<file path="src/rtl/memctrl_pkg.sv">
// Shared definitions for memctrl_gen: control-block register offsets, address
// region and window-target encodings, and the keyboard count saturation helper.
package memctrl_pkg;

  localparam logic [2:0] OFF_BANK  = 3'd0;
  localparam logic [2:0] OFF_VMODE = 3'd1;
  localparam logic [2:0] OFF_CURX  = 3'd2;
  localparam logic [2:0] OFF_CURY  = 3'd3;
  localparam logic [2:0] OFF_KDATA = 3'd4;
  localparam logic [2:0] OFF_KSTAT = 3'd5;
  localparam logic [2:0] OFF_TGT   = 3'd6;
  localparam logic [2:0] OFF_KCNT  = 3'd7;

  typedef enum logic [1:0] {RGN_SRAM, RGN_IO, RGN_WIN} region_e;
  typedef enum logic {TGT_TEXT = 1'b0, TGT_GRPH = 1'b1} target_e;

  // The count register is 8 bits wide; a 256-entry FIFO reports 255 when full.
  function automatic logic [7:0] sat_count(input logic [8:0] c);
    return c[8] ? 8'hFF : c[7:0];
  endfunction

endpackage

</file>
<file path="src/rtl/kbd_fifo.sv">
// Keyboard scancode store. With MEMCTRL_KBD_FIFO_EN defined it is a DEPTH-entry
// FIFO; otherwise a single holding register that newer scancodes overwrite.
// Overflow is sticky, cleared by ovf_clr; a set on the same edge wins.
module kbd_fifo
  import memctrl_pkg::*;
#(
  parameter int DEPTH = 16
) (
  input  logic       clock,
  input  logic       reset_n,
  input  logic       push,
  input  logic [7:0] push_data,
  input  logic       pop,
  input  logic       ovf_clr,
  output logic [7:0] rd_data,
  output logic [7:0] count,
  output logic       full,
  output logic       empty,
  output logic       overflow
);

`ifdef MEMCTRL_KBD_FIFO_EN
  localparam int AW = $clog2(DEPTH);

  logic [7:0]    mem_q [DEPTH];
  logic [AW-1:0] wr_ptr_q, wr_ptr_d, rd_ptr_q, rd_ptr_d;
  logic [AW:0]   cnt_q, cnt_d;
  logic          ovf_q, ovf_d;
  logic          do_push, do_pop, ovf_set;

  // DEPTH is a power of two, so the count MSB alone marks full.
  assign full     = cnt_q[AW];
  assign empty    = (cnt_q == '0);
  assign rd_data  = mem_q[rd_ptr_q];
  assign count    = sat_count(9'(cnt_q));
  assign overflow = ovf_q;

  // Accept a push when full only if a pop frees the head slot on the same edge.
  always_comb begin
    do_pop   = pop & ~empty;
    do_push  = push & (~full | do_pop);
    ovf_set  = push & full & ~do_pop;
    wr_ptr_d = wr_ptr_q + AW'(do_push);
    rd_ptr_d = rd_ptr_q + AW'(do_pop);
    cnt_d    = cnt_q + (AW+1)'(do_push) - (AW+1)'(do_pop);
    ovf_d    = ovf_set | (ovf_q & ~ovf_clr);
  end

  // Storage array carries no reset; only pointers/count define validity.
  always_ff @(posedge clock) begin
    if (do_push) mem_q[wr_ptr_q] <= push_data;
  end

  // Pointer, count and overflow state.
  always_ff @(posedge clock or negedge reset_n) begin
    if (!reset_n) begin
      wr_ptr_q <= '0;
      rd_ptr_q <= '0;
      cnt_q    <= '0;
      ovf_q    <= 1'b0;
    end else begin
      wr_ptr_q <= wr_ptr_d;
      rd_ptr_q <= rd_ptr_d;
      cnt_q    <= cnt_d;
      ovf_q    <= ovf_d;
    end
  end
`else
  logic [7:0] data_q, data_d;
  logic       vld_q, vld_d;
  logic       ovf_q, ovf_d;
  logic       unused_depth;

  assign unused_depth = (DEPTH > 0);
  assign rd_data      = data_q;
  assign count        = {7'b0, vld_q};
  assign full         = vld_q;
  assign empty        = ~vld_q;
  assign overflow     = ovf_q;

  // New scancode always lands; losing an unread one flags overflow.
  always_comb begin
    data_d = data_q;
    vld_d  = vld_q;
    ovf_d  = ovf_q & ~ovf_clr;
    if (push) begin
      data_d = push_data;
      vld_d  = 1'b1;
      if (vld_q & ~pop) ovf_d = 1'b1;
    end else if (pop) begin
      vld_d = 1'b0;
    end
  end

  // Holding register state.
  always_ff @(posedge clock or negedge reset_n) begin
    if (!reset_n) begin
      data_q <= 8'h00;
      vld_q  <= 1'b0;
      ovf_q  <= 1'b0;
    end else begin
      data_q <= data_d;
      vld_q  <= vld_d;
      ovf_q  <= ovf_d;
    end
  end
`endif

endmodule

</file>
<file path="src/rtl/memctrl_gen.sv">
// CPU-side memory controller: decodes the CPU address into SRAM, an 8-byte
// control block and a 4 KB banked window (text or graphics), muxes read data
// with no added latency, and holds the control registers plus keyboard buffer.
// Optional feature: define MEMCTRL_KBD_FIFO_EN for a FIFO_DEPTH scancode FIFO;
// without it a single holding register is used.
module memctrl_gen
  import memctrl_pkg::*;
#(
  parameter int          BANK_W     = 8,
  parameter int          FIFO_DEPTH = 16,
  parameter logic [15:0] WIN_BASE   = 16'hF000,
  parameter logic [15:0] IO_BASE    = 16'h0020
) (
  input  logic              clock,
  input  logic              reset_n,
  input  logic [15:0]       address,
  input  logic              wren,
  input  logic              rd,
  input  logic [7:0]        data_o,
  output logic [7:0]        data_i,
  input  logic [7:0]        data_o_sram,
  input  logic [7:0]        data_o_text,
  input  logic [7:0]        data_o_grph,
  output logic              data_w_sram,
  output logic              data_w_text,
  output logic              data_w_grph,
  output logic [BANK_W-1:0] bank,
  output logic [7:0]        videomode,
  output logic [7:0]        cursor_x,
  output logic [7:0]        cursor_y,
  input  logic [7:0]        ps2_data,
  input  logic              ps2_hit,
  output logic              kbd_irq
);

  region_e           rgn;
  logic [15:0]       io_diff;
  logic [2:0]        io_off;
  logic              io_wr;
  logic [7:0]        io_rdata;

  logic [BANK_W-1:0] bank_q, bank_d;
  logic [7:0]        vmode_q, vmode_d;
  logic [7:0]        curx_q, curx_d;
  logic [7:0]        cury_q, cury_d;
  target_e           tgt_q, tgt_d;
  logic              hit_q, hit_d;

  logic              kbd_push, kbd_pop, kbd_clr;
  logic [7:0]        kbd_data, kbd_count;
  logic              kbd_full, kbd_empty, kbd_ovf;

  // Address decode; the control block takes priority should it overlap the window.
  always_comb begin
    io_diff = address - IO_BASE;
    io_off  = io_diff[2:0];
    rgn     = RGN_SRAM;
    if ((address >= IO_BASE) && (io_diff < 16'd8)) rgn = RGN_IO;
    else if (address[15:12] == WIN_BASE[15:12])    rgn = RGN_WIN;
  end

  assign io_wr       = wren & (rgn == RGN_IO);
  assign data_w_sram = wren & (rgn == RGN_SRAM);
  assign data_w_text = wren & (rgn == RGN_WIN) & (tgt_q == TGT_TEXT);
  assign data_w_grph = wren & (rgn == RGN_WIN) & (tgt_q == TGT_GRPH);

  // Keyboard strobes: rising edge of ps2_hit pushes, read of the data port pops.
  assign kbd_push = ps2_hit & ~hit_q;
  assign kbd_pop  = rd & (rgn == RGN_IO) & (io_off == OFF_KDATA);
  assign kbd_clr  = io_wr & (io_off == OFF_KSTAT) & data_o[1];

  // Control register writes.
  always_comb begin
    bank_d  = bank_q;
    vmode_d = vmode_q;
    curx_d  = curx_q;
    cury_d  = cury_q;
    tgt_d   = tgt_q;
    hit_d   = ps2_hit;
    if (io_wr) begin
      case (io_off)
        OFF_BANK:  bank_d  = data_o[BANK_W-1:0];
        OFF_VMODE: vmode_d = data_o;
        OFF_CURX:  curx_d  = data_o;
        OFF_CURY:  cury_d  = data_o;
        OFF_TGT:   tgt_d   = target_e'(data_o[0]);
        default:   ;
      endcase
    end
  end

  // Control register and edge-detector state.
  always_ff @(posedge clock or negedge reset_n) begin
    if (!reset_n) begin
      bank_q  <= '0;
      vmode_q <= 8'h00;
      curx_q  <= 8'h00;
      cury_q  <= 8'h00;
      tgt_q   <= TGT_TEXT;
      hit_q   <= 1'b0;
    end else begin
      bank_q  <= bank_d;
      vmode_q <= vmode_d;
      curx_q  <= curx_d;
      cury_q  <= cury_d;
      tgt_q   <= tgt_d;
      hit_q   <= hit_d;
    end
  end

  // Control block read-back.
  always_comb begin
    io_rdata = 8'h00;
    case (io_off)
      OFF_BANK:  io_rdata = 8'(bank_q);
      OFF_VMODE: io_rdata = vmode_q;
      OFF_CURX:  io_rdata = curx_q;
      OFF_CURY:  io_rdata = cury_q;
      OFF_KDATA: io_rdata = kbd_empty ? 8'h00 : kbd_data;
      OFF_KSTAT: io_rdata = {5'b0, kbd_full, kbd_ovf, ~kbd_empty};
      OFF_TGT:   io_rdata = {7'b0, tgt_q};
      OFF_KCNT:  io_rdata = kbd_count;
      default:   io_rdata = 8'h00;
    endcase
  end

  // CPU read data mux.
  always_comb begin
    data_i = data_o_sram;
    case (rgn)
      RGN_IO:  data_i = io_rdata;
      RGN_WIN: data_i = (tgt_q == TGT_GRPH) ? data_o_grph : data_o_text;
      default: data_i = data_o_sram;
    endcase
  end

  kbd_fifo #(.DEPTH(FIFO_DEPTH)) u_kbd (
    .clock     (clock),
    .reset_n   (reset_n),
    .push      (kbd_push),
    .push_data (ps2_data),
    .pop       (kbd_pop),
    .ovf_clr   (kbd_clr),
    .rd_data   (kbd_data),
    .count     (kbd_count),
    .full      (kbd_full),
    .empty     (kbd_empty),
    .overflow  (kbd_ovf)
  );

  assign bank      = bank_q;
  assign videomode = vmode_q;
  assign cursor_x  = curx_q;
  assign cursor_y  = cury_q;
  assign kbd_irq   = ~kbd_empty;

endmodule

</file>
<file path="config.mk">
export PLATFORM = sky130hd
export DESIGN_NAME = memctrl_gen
export DESIGN_NICKNAME = d
export VERILOG_FILES = /design/src/rtl/memctrl_pkg.sv /design/src/rtl/kbd_fifo.sv /design/src/rtl/memctrl_gen.sv
export SDC_FILE = /design/constraint.sdc
export NUM_CORES = 1
export LEC_CHECK = 0
export CAP_MARGIN = 20
export CORE_MARGIN = 5
export CORE_UTILIZATION = 45
export DETAILED_ROUTE_END_ITERATION = 10
export GPL_TIMING_DRIVEN = 1
export PLACE_DENSITY = 0.81
export SLEW_MARGIN = 20
export SYNTH_ARGS = -nofsm -noshare
export SYNTH_HDL_FRONTEND = slang
export SYNTH_HIERARCHICAL = 1
export SYNTH_SLANG_ARGS = --single-unit
</file>
<file path="constraint.sdc">
create_clock -name clock -period 3.6 [get_ports clock]
set_input_delay 0.72 -clock clock [delete_from_list [all_inputs] [get_ports clock]]
set_output_delay 0.72 -clock clock [all_outputs]
set_load 0.1 [all_outputs]
</file>
* After elaboration in Yosys (flattened, before gate mapping)
Cells that the tools add are included.
Storage, ports and cells: input port bits 61, word-level logic and storage cells 57, output and inout port bits 44, register bits 44
Operators by class: add/subtract/negate cells 1, $lt $le $gt $ge 2, eq/ne operators 10, bitwise logic cells 16, reductions and logical operators 9, multiplexer cells 10
Operators by type and width (number):
- $pmux W8 S8 | 1
- $ge A16 B6 Y1 const B | 1
- $lt A16 B4 Y1 const B | 1
- $mux W8 | 2
- $pmux W8 S2 | 1
- $sub A16 B6 Y16 const B | 1
- $and A1 B1 Y1 | 12
- $eq A3 B3 Y1 const B | 4
- $reduce_and A2 Y1 | 5
- $eq A3 B2 Y1 const B | 2
- $eq A4 B4 Y1 const B | 1
- $mux W1 | 4
- $mux W2 | 2
- $not A1 Y1 | 4
- $eq A3 B1 Y1 const B | 1
- $logic_not A3 Y1 | 1
- $eq A2 B1 Y1 const B | 1
- $eq A2 B2 Y1 const B | 1
- $logic_not A2 Y1 | 1
- $reduce_bool A2 Y1 | 1
- $logic_and A1 B1 Y1 | 1

* Longest topological paths before layout
depth after elaboration 12, mapped depth 9, gate-level depth less buffers 7

* By module
The synthesis kept the hierarchy.
By module, submodules not included:
- memctrl_gen | times used 1, cells an instance 205, sequential area each 850.8 um^2, area each 2208.4 um^2
- kbd_fifo | times used 1, cells an instance 33, sequential area each 250.2 um^2, area each 473.0 um^2

* Least setup slack after synthesis
No wires, ideal clock.
path kind input to output, start input port address[5], end output port data_w_text, slack -1429 ps, stages on the path 6, buffers on the path 1, data arrival time 4309 ps, cells stage by stage inv_1 -> ha_1 -> nor4b_1 -> and4_1 -> buf_6 -> nor4bb_1
On the way: cells in the longest elaborated chain, start to end 7, elaborated cells on any way between the ends 8
RTL lines:
- from (decl) | RTL line memctrl_gen.sv:16 | input logic [15:0] address,
- $sub A16 B6 Y16 | RTL line memctrl_gen.sv:55 | io_diff = address - IO_BASE;
- $lt A16 B4 Y1 | RTL line memctrl_gen.sv:58 | if ((address >= IO_BASE) && (io_diff < 16'd8)) rgn = RGN_IO;
- $logic_and A1 B1 Y1 * | RTL line memctrl_gen.sv:58
- $mux W2 * | RTL line memctrl_gen.sv:58
- $eq A2 B2 Y1 * | RTL line memctrl_gen.sv:64 | assign data_w_text = wren & (rgn == RGN_WIN) & (tgt_q == TGT_TEXT);
- $and A1 B1 Y1 * (2 in series) | RTL line memctrl_gen.sv:64
- to (decl) | RTL line memctrl_gen.sv:25 | output logic data_w_text,
Every way passes the cells marked *; elsewhere a longest branch is shown, timed or not.

* Worst setup path after layout
start input port address[2], end output port data_i[1]
On the way: cells in the longest elaborated chain, start to end 6, elaborated cells on any way between the ends 17
RTL lines:
- $sub A16 B6 Y16 | RTL line memctrl_gen.sv:55
- $lt A16 B4 Y1 | RTL line memctrl_gen.sv:58
- $logic_and A1 B1 Y1 | RTL line memctrl_gen.sv:58
- $mux W2 | RTL line memctrl_gen.sv:58
- $eq A2 B2 Y1 / $eq A2 B1 Y1 (equally long branches) | RTL line memctrl_gen.sv:130 | case (rgn)
- $pmux W8 S2 * | RTL line memctrl_gen.sv:130
- to (decl) | RTL line memctrl_gen.sv:20 | output logic [7:0] data_i,
Marked as above.

==> summary by stage <==
Timing
The final count of pins violating max slew was 0. Timing would allow up to between 200 and 300 MHz. For the pin with the worst max-slew slack, the measured transition is about 990 ps. Setup violations remaining at the end of the flow were counted as 0. Setup total negative slack on the finished layout was measured at 0 ps. The worst-case clock skew is between 4 and 5 ps. The final critical path takes up 96.5% of the cycle. The minimum hold slack is 521 ps. The headroom to the max-slew limit is approximately 34%.

The final setup slack of the worst path is between 100 and 150 ps. Setup repair after global routing left no endpoint under its margin. The final number of hold-violating endpoints is 0. The final critical-path required period is around 3500 ps.

Synth
For this run, asynchronously set or reset flops after synthesis account for 100%. The largest total area in the synthesized netlist belongs to sky130_fd_sc_hd__dfrtp_1. The top flip-flop cell by instance count after synthesis is sky130_fd_sc_hd__dfrtp_1. Yosys printed 6 warnings. Yosys instantiated no cell more often than sky130_fd_sc_hd__dfrtp_1.

The sequential-to-total area share from yosys stat is 41.1%. Ranked by instance count, the synthesized netlist is headed by 44 x sky130_fd_sc_hd__dfrtp_1, 26 x sky130_fd_sc_hd__mux2_2, 17 x sky130_fd_sc_hd__a21oi_1. After synthesis the netlist holds a flip-flop and latch count of 44. The synthesized netlist contains 50 unique library cells. The average instance area after synthesis is between 10 and 15 sq um. The synthesized area is roughly 2700 sq um. The count of flip-flops with a built-in enable after synthesis is 0. The share of synthesized area in the top cell type comes to between 40% and 50%. The cell count after synthesis is 238. Sorting the synthesized cells by area gives the leading types as sky130_fd_sc_hd__dfrtp_1 41%, sky130_fd_sc_hd__mux2_2 11%, sky130_fd_sc_hd__mux2_4 9.0%, sky130_fd_sc_hd__mux2i_1 6.0%, sky130_fd_sc_hd__a21oi_1 3.2%.

GRT
The first global-routing pass estimated between 10000 and 15000 um of wire. The pin count of the biggest net entering global routing is between 40 and 50. Global routing used roughly 20% of the available tracks. The via count of the first global-routing pass is 2435. Global routing finished with a remaining overflow of 0.

The initial antenna violation count is 0.

Setup path
The setup slack of the most critical reg-to-reg path is about 2500 ps. Of all nets on the critical path, the largest fanout is 8. For the worst flop-to-flop path, the logic depth is 3.

STA classifies the critical path endpoint as an output pin. The delay of the slowest cell on the worst path is ~700 ps. The critical path launch point type is an input pin. The path type of the worst setup path is input pin to output pin. The arrival time at the worst endpoint is about 2800 ps.

The endpoint identified for the worst register-to-register timing path is u_kbd/rd_data[2]$_DFFE_PN0P_. The worst register-to-register path begins at hit_q$_DFF_PN0_. The slowest library cell on the worst path is sky130_fd_sc_hd__clkdlybuf4s50_1. Traced cell by cell, the critical path runs through clkdlybuf4s50_1 > clkinv_1 > buf_4 > a221oi_1 > o31ai_1 > o311a_1 > buf_12. The required time of the critical path is between 2000 and 3000 ps.

Floorplan
The region available for standard cell placement spans around 5900 sq um. The total die area is around 7600 sq um. The placement row count is 28. The I/O pin count is approximately 110. Once the floorplan was initialized, standard cells occupied about 46% of the core. The die is between 80 and 90 um wide.

The height of the chip is around 87 um.

Route
The met2 wire length is roughly 3600 um. The number of vias per cell is roughly 5.5. The routed metal-1 wirelength is between 3000 and 4000 um. For this block, the routed nets add up to about 7600 um of wire.

Dividing the detail-routed wire length by the instance count gives around 18 um. In this run the top signal layer used is met4. The pre-antenna-repair detailed-routing pass consisted of 4 iterations. The detail route stage leaves a number of antenna-violating nets equal to 0. The count of routing violations after the opening detailed-route iteration is around 150. The total length of routed met3 wires is ~710 um. After detailed routing, the number of remaining DRC violations is 0. The total via count after detailed routing is 2290.

Hold path
Counting instances, the worst hold path has a depth of 1. The path with the worst hold slack has its endpoint at u_kbd/rd_data[4]$_DFFE_PN0P_. The worst hold path belongs to the class flop to flop. The startpoint of the tightest hold check path is u_kbd/rd_data[4]$_DFFE_PN0P_.

Cells and area
The final-stage net count is slightly above 400. The number of antenna diodes in the final layout is 0. The proportion of layout cells with a drive suffix above 1 is between 20% and 30%. The count of cells in the finished layout, fillers not included, comes to ~420. The filler cell count is about 440. The finished cells cover roughly 4000 sq um.

For this run, the share of the core covered by cells in the final layout is 69.1%. From synthesis to final layout, the design area changed by 50.8%.

Placed design
Timing analysis after detailed placement gives a worst setup slack of 188 ps. The number of placed instances, taps included is between 400 and 500. Port buffering added 104 buffers. Routability-driven placement finished with a final weighted congestion of just under 0.9. The post-placement cell area is between 3000 and 4000 sq um. Detailed placement ended at an HPWL of 6020 um.

CTS
The buffer cell driving the clock tree root is sky130_fd_sc_hd__clkbuf_8. After clock tree synthesis, the clock-pin slew on the worst setup and hold paths is ~80 ps. For this design, the CTS-stage hold fixing added 0 buffers. The total clock sinks is 44. The H-tree was split into 2 levels. The number of setup buffers added after CTS is 0. The clock latency on the worst-skew pair is roughly 290 ps.

The TritonCTS clock tree is built. The buffer levels on the longest clock path is 2. Counting the buffers created by CTS gives 5.

The post-CTS resize count is 0.

Pwr
The total power divided by cell area is slightly below 300 nW/um^2. The share of total power dissipated in the clock network is about 34%. The final total power is between 1 and 1.5 mW.

The internal power component is slightly below 0.9 mW. Summed over all cells, the static leakage comes to ~1.8 nW. Of the total power, the share spent switching nets is 25.6%. The maximum resistive drop on vdd is about 0.21 mV. The power share of the sequential group is 43.2%. Per report_power, the combinational group accounts for between 20% and 30% of the total. Summed over all nets, the switching power comes to approximately 0.3 mW.

Run
The number of max-capacitance violations reported is 0.

Status
The flow ran to the end, and the final reports show no timing, DRC or antenna violations.
state kept, by name (all words and copies together) (netlist names):
register,count
hit_q,1
videomode,8
u_kbd/overflow,1
tgt_q,1
cursor_x,8
u_kbd/full,1
cursor_y,8
bank,8
u_kbd/rd_data,8
cell usage in the layout, fill, tap and decap left out, types with 2 or more instances in the layout:
cell / instances
sky130_fd_sc_hd__mux2_4: 16
sky130_fd_sc_hd__and2_0: 4
sky130_fd_sc_hd__o32ai_1: 5
sky130_fd_sc_hd__a21oi_2: 5
sky130_fd_sc_hd__nand3_2: 2
sky130_fd_sc_hd__clkdlybuf4s50_1: 91
sky130_fd_sc_hd__clkbuf_8: 7
sky130_fd_sc_hd__o31ai_1: 8
sky130_fd_sc_hd__buf_4: 11
sky130_fd_sc_hd__nand2b_1: 5
sky130_fd_sc_hd__mux2i_1: 16
sky130_fd_sc_hd__a31oi_2: 2
sky130_fd_sc_hd__and4_1: 3
sky130_fd_sc_hd__conb_1: 7
sky130_fd_sc_hd__a211oi_1: 6
sky130_fd_sc_hd__dfrtp_1: 44
sky130_fd_sc_hd__inv_1: 7
sky130_fd_sc_hd__nor2b_1: 3
sky130_fd_sc_hd__and2_1: 3
sky130_fd_sc_hd__a21oi_1: 12
sky130_fd_sc_hd__nor2_1: 6
sky130_fd_sc_hd__nand2_1: 10
sky130_fd_sc_hd__nor4b_1: 2
sky130_fd_sc_hd__nand3_1: 2
sky130_fd_sc_hd__buf_12: 12
sky130_fd_sc_hd__a2111oi_0: 2
sky130_fd_sc_hd__mux2_2: 26
sky130_fd_sc_hd__a221oi_1: 2
worst max-delay path: cells and delay by family:
family | cells | cell delay (ps)
AOI/OAI and AO/OA | 3 | 630
buffers and inverters | 4 | 1410
area by class of cell:
type                            count  area, sq um  area share, %
Multi-Input combinational cell    168         1450           36.0
Timing Repair Buffer              115         1240           30.6
Sequential cell                    44         1100           27.2
Clock buffer                        7         96.3           2.38
Tap cell                           75         93.8           2.32
Clock inverter                      1         30.0          0.743
Inverter                            8         30.0          0.743
kinds of logic after synthesis:
logic type	synth area share, %
multiplexers	25.9
AND/OR/NAND/NOR	12.1
AO/OA/AOI/OAI	12.9
flip-flops	41.1
buffers and inverters	7.14
adder cells (fa/ha/maj)	0.467
other	0.140
XOR/XNOR	0.327
power by group through the flow:
stage                     logic, mW  registers, mW  clock network (mW)
after floorplan               0.146          0.524                   0
after global placement        0.274          0.526                   0
after detailed placement      0.277          0.526                   0
after CTS                     0.279          0.517               0.412
after global routing          0.294          0.518               0.428
final                         0.277          0.517               0.402
worst max path at each step:
| stage | startpoint | endpoint | slack (ps) |
|---|---|---|---|
| floorplan | address[5] | data_w_text | -370 |
| global placement | address[2] | data_i[2] | 210 |
| detailed placement | address[5] | data_i[2] | 190 |
| CTS | address[2] | data_i[1] | 160 |
| global route | address[2] | data_i[1] | 80 |
| finish | address[2] | data_i[1] | 130 |
routing by layer:
layer / global-route usage, % / vias up
li1: - / 1074
met1: 25.5 / 1099
met2: 34.3 / 105
met3: 5.11 / 12
met4: 5.72 / 0
met5: 0 / -
No activity file was read; power rests on OpenSTA's default activity.
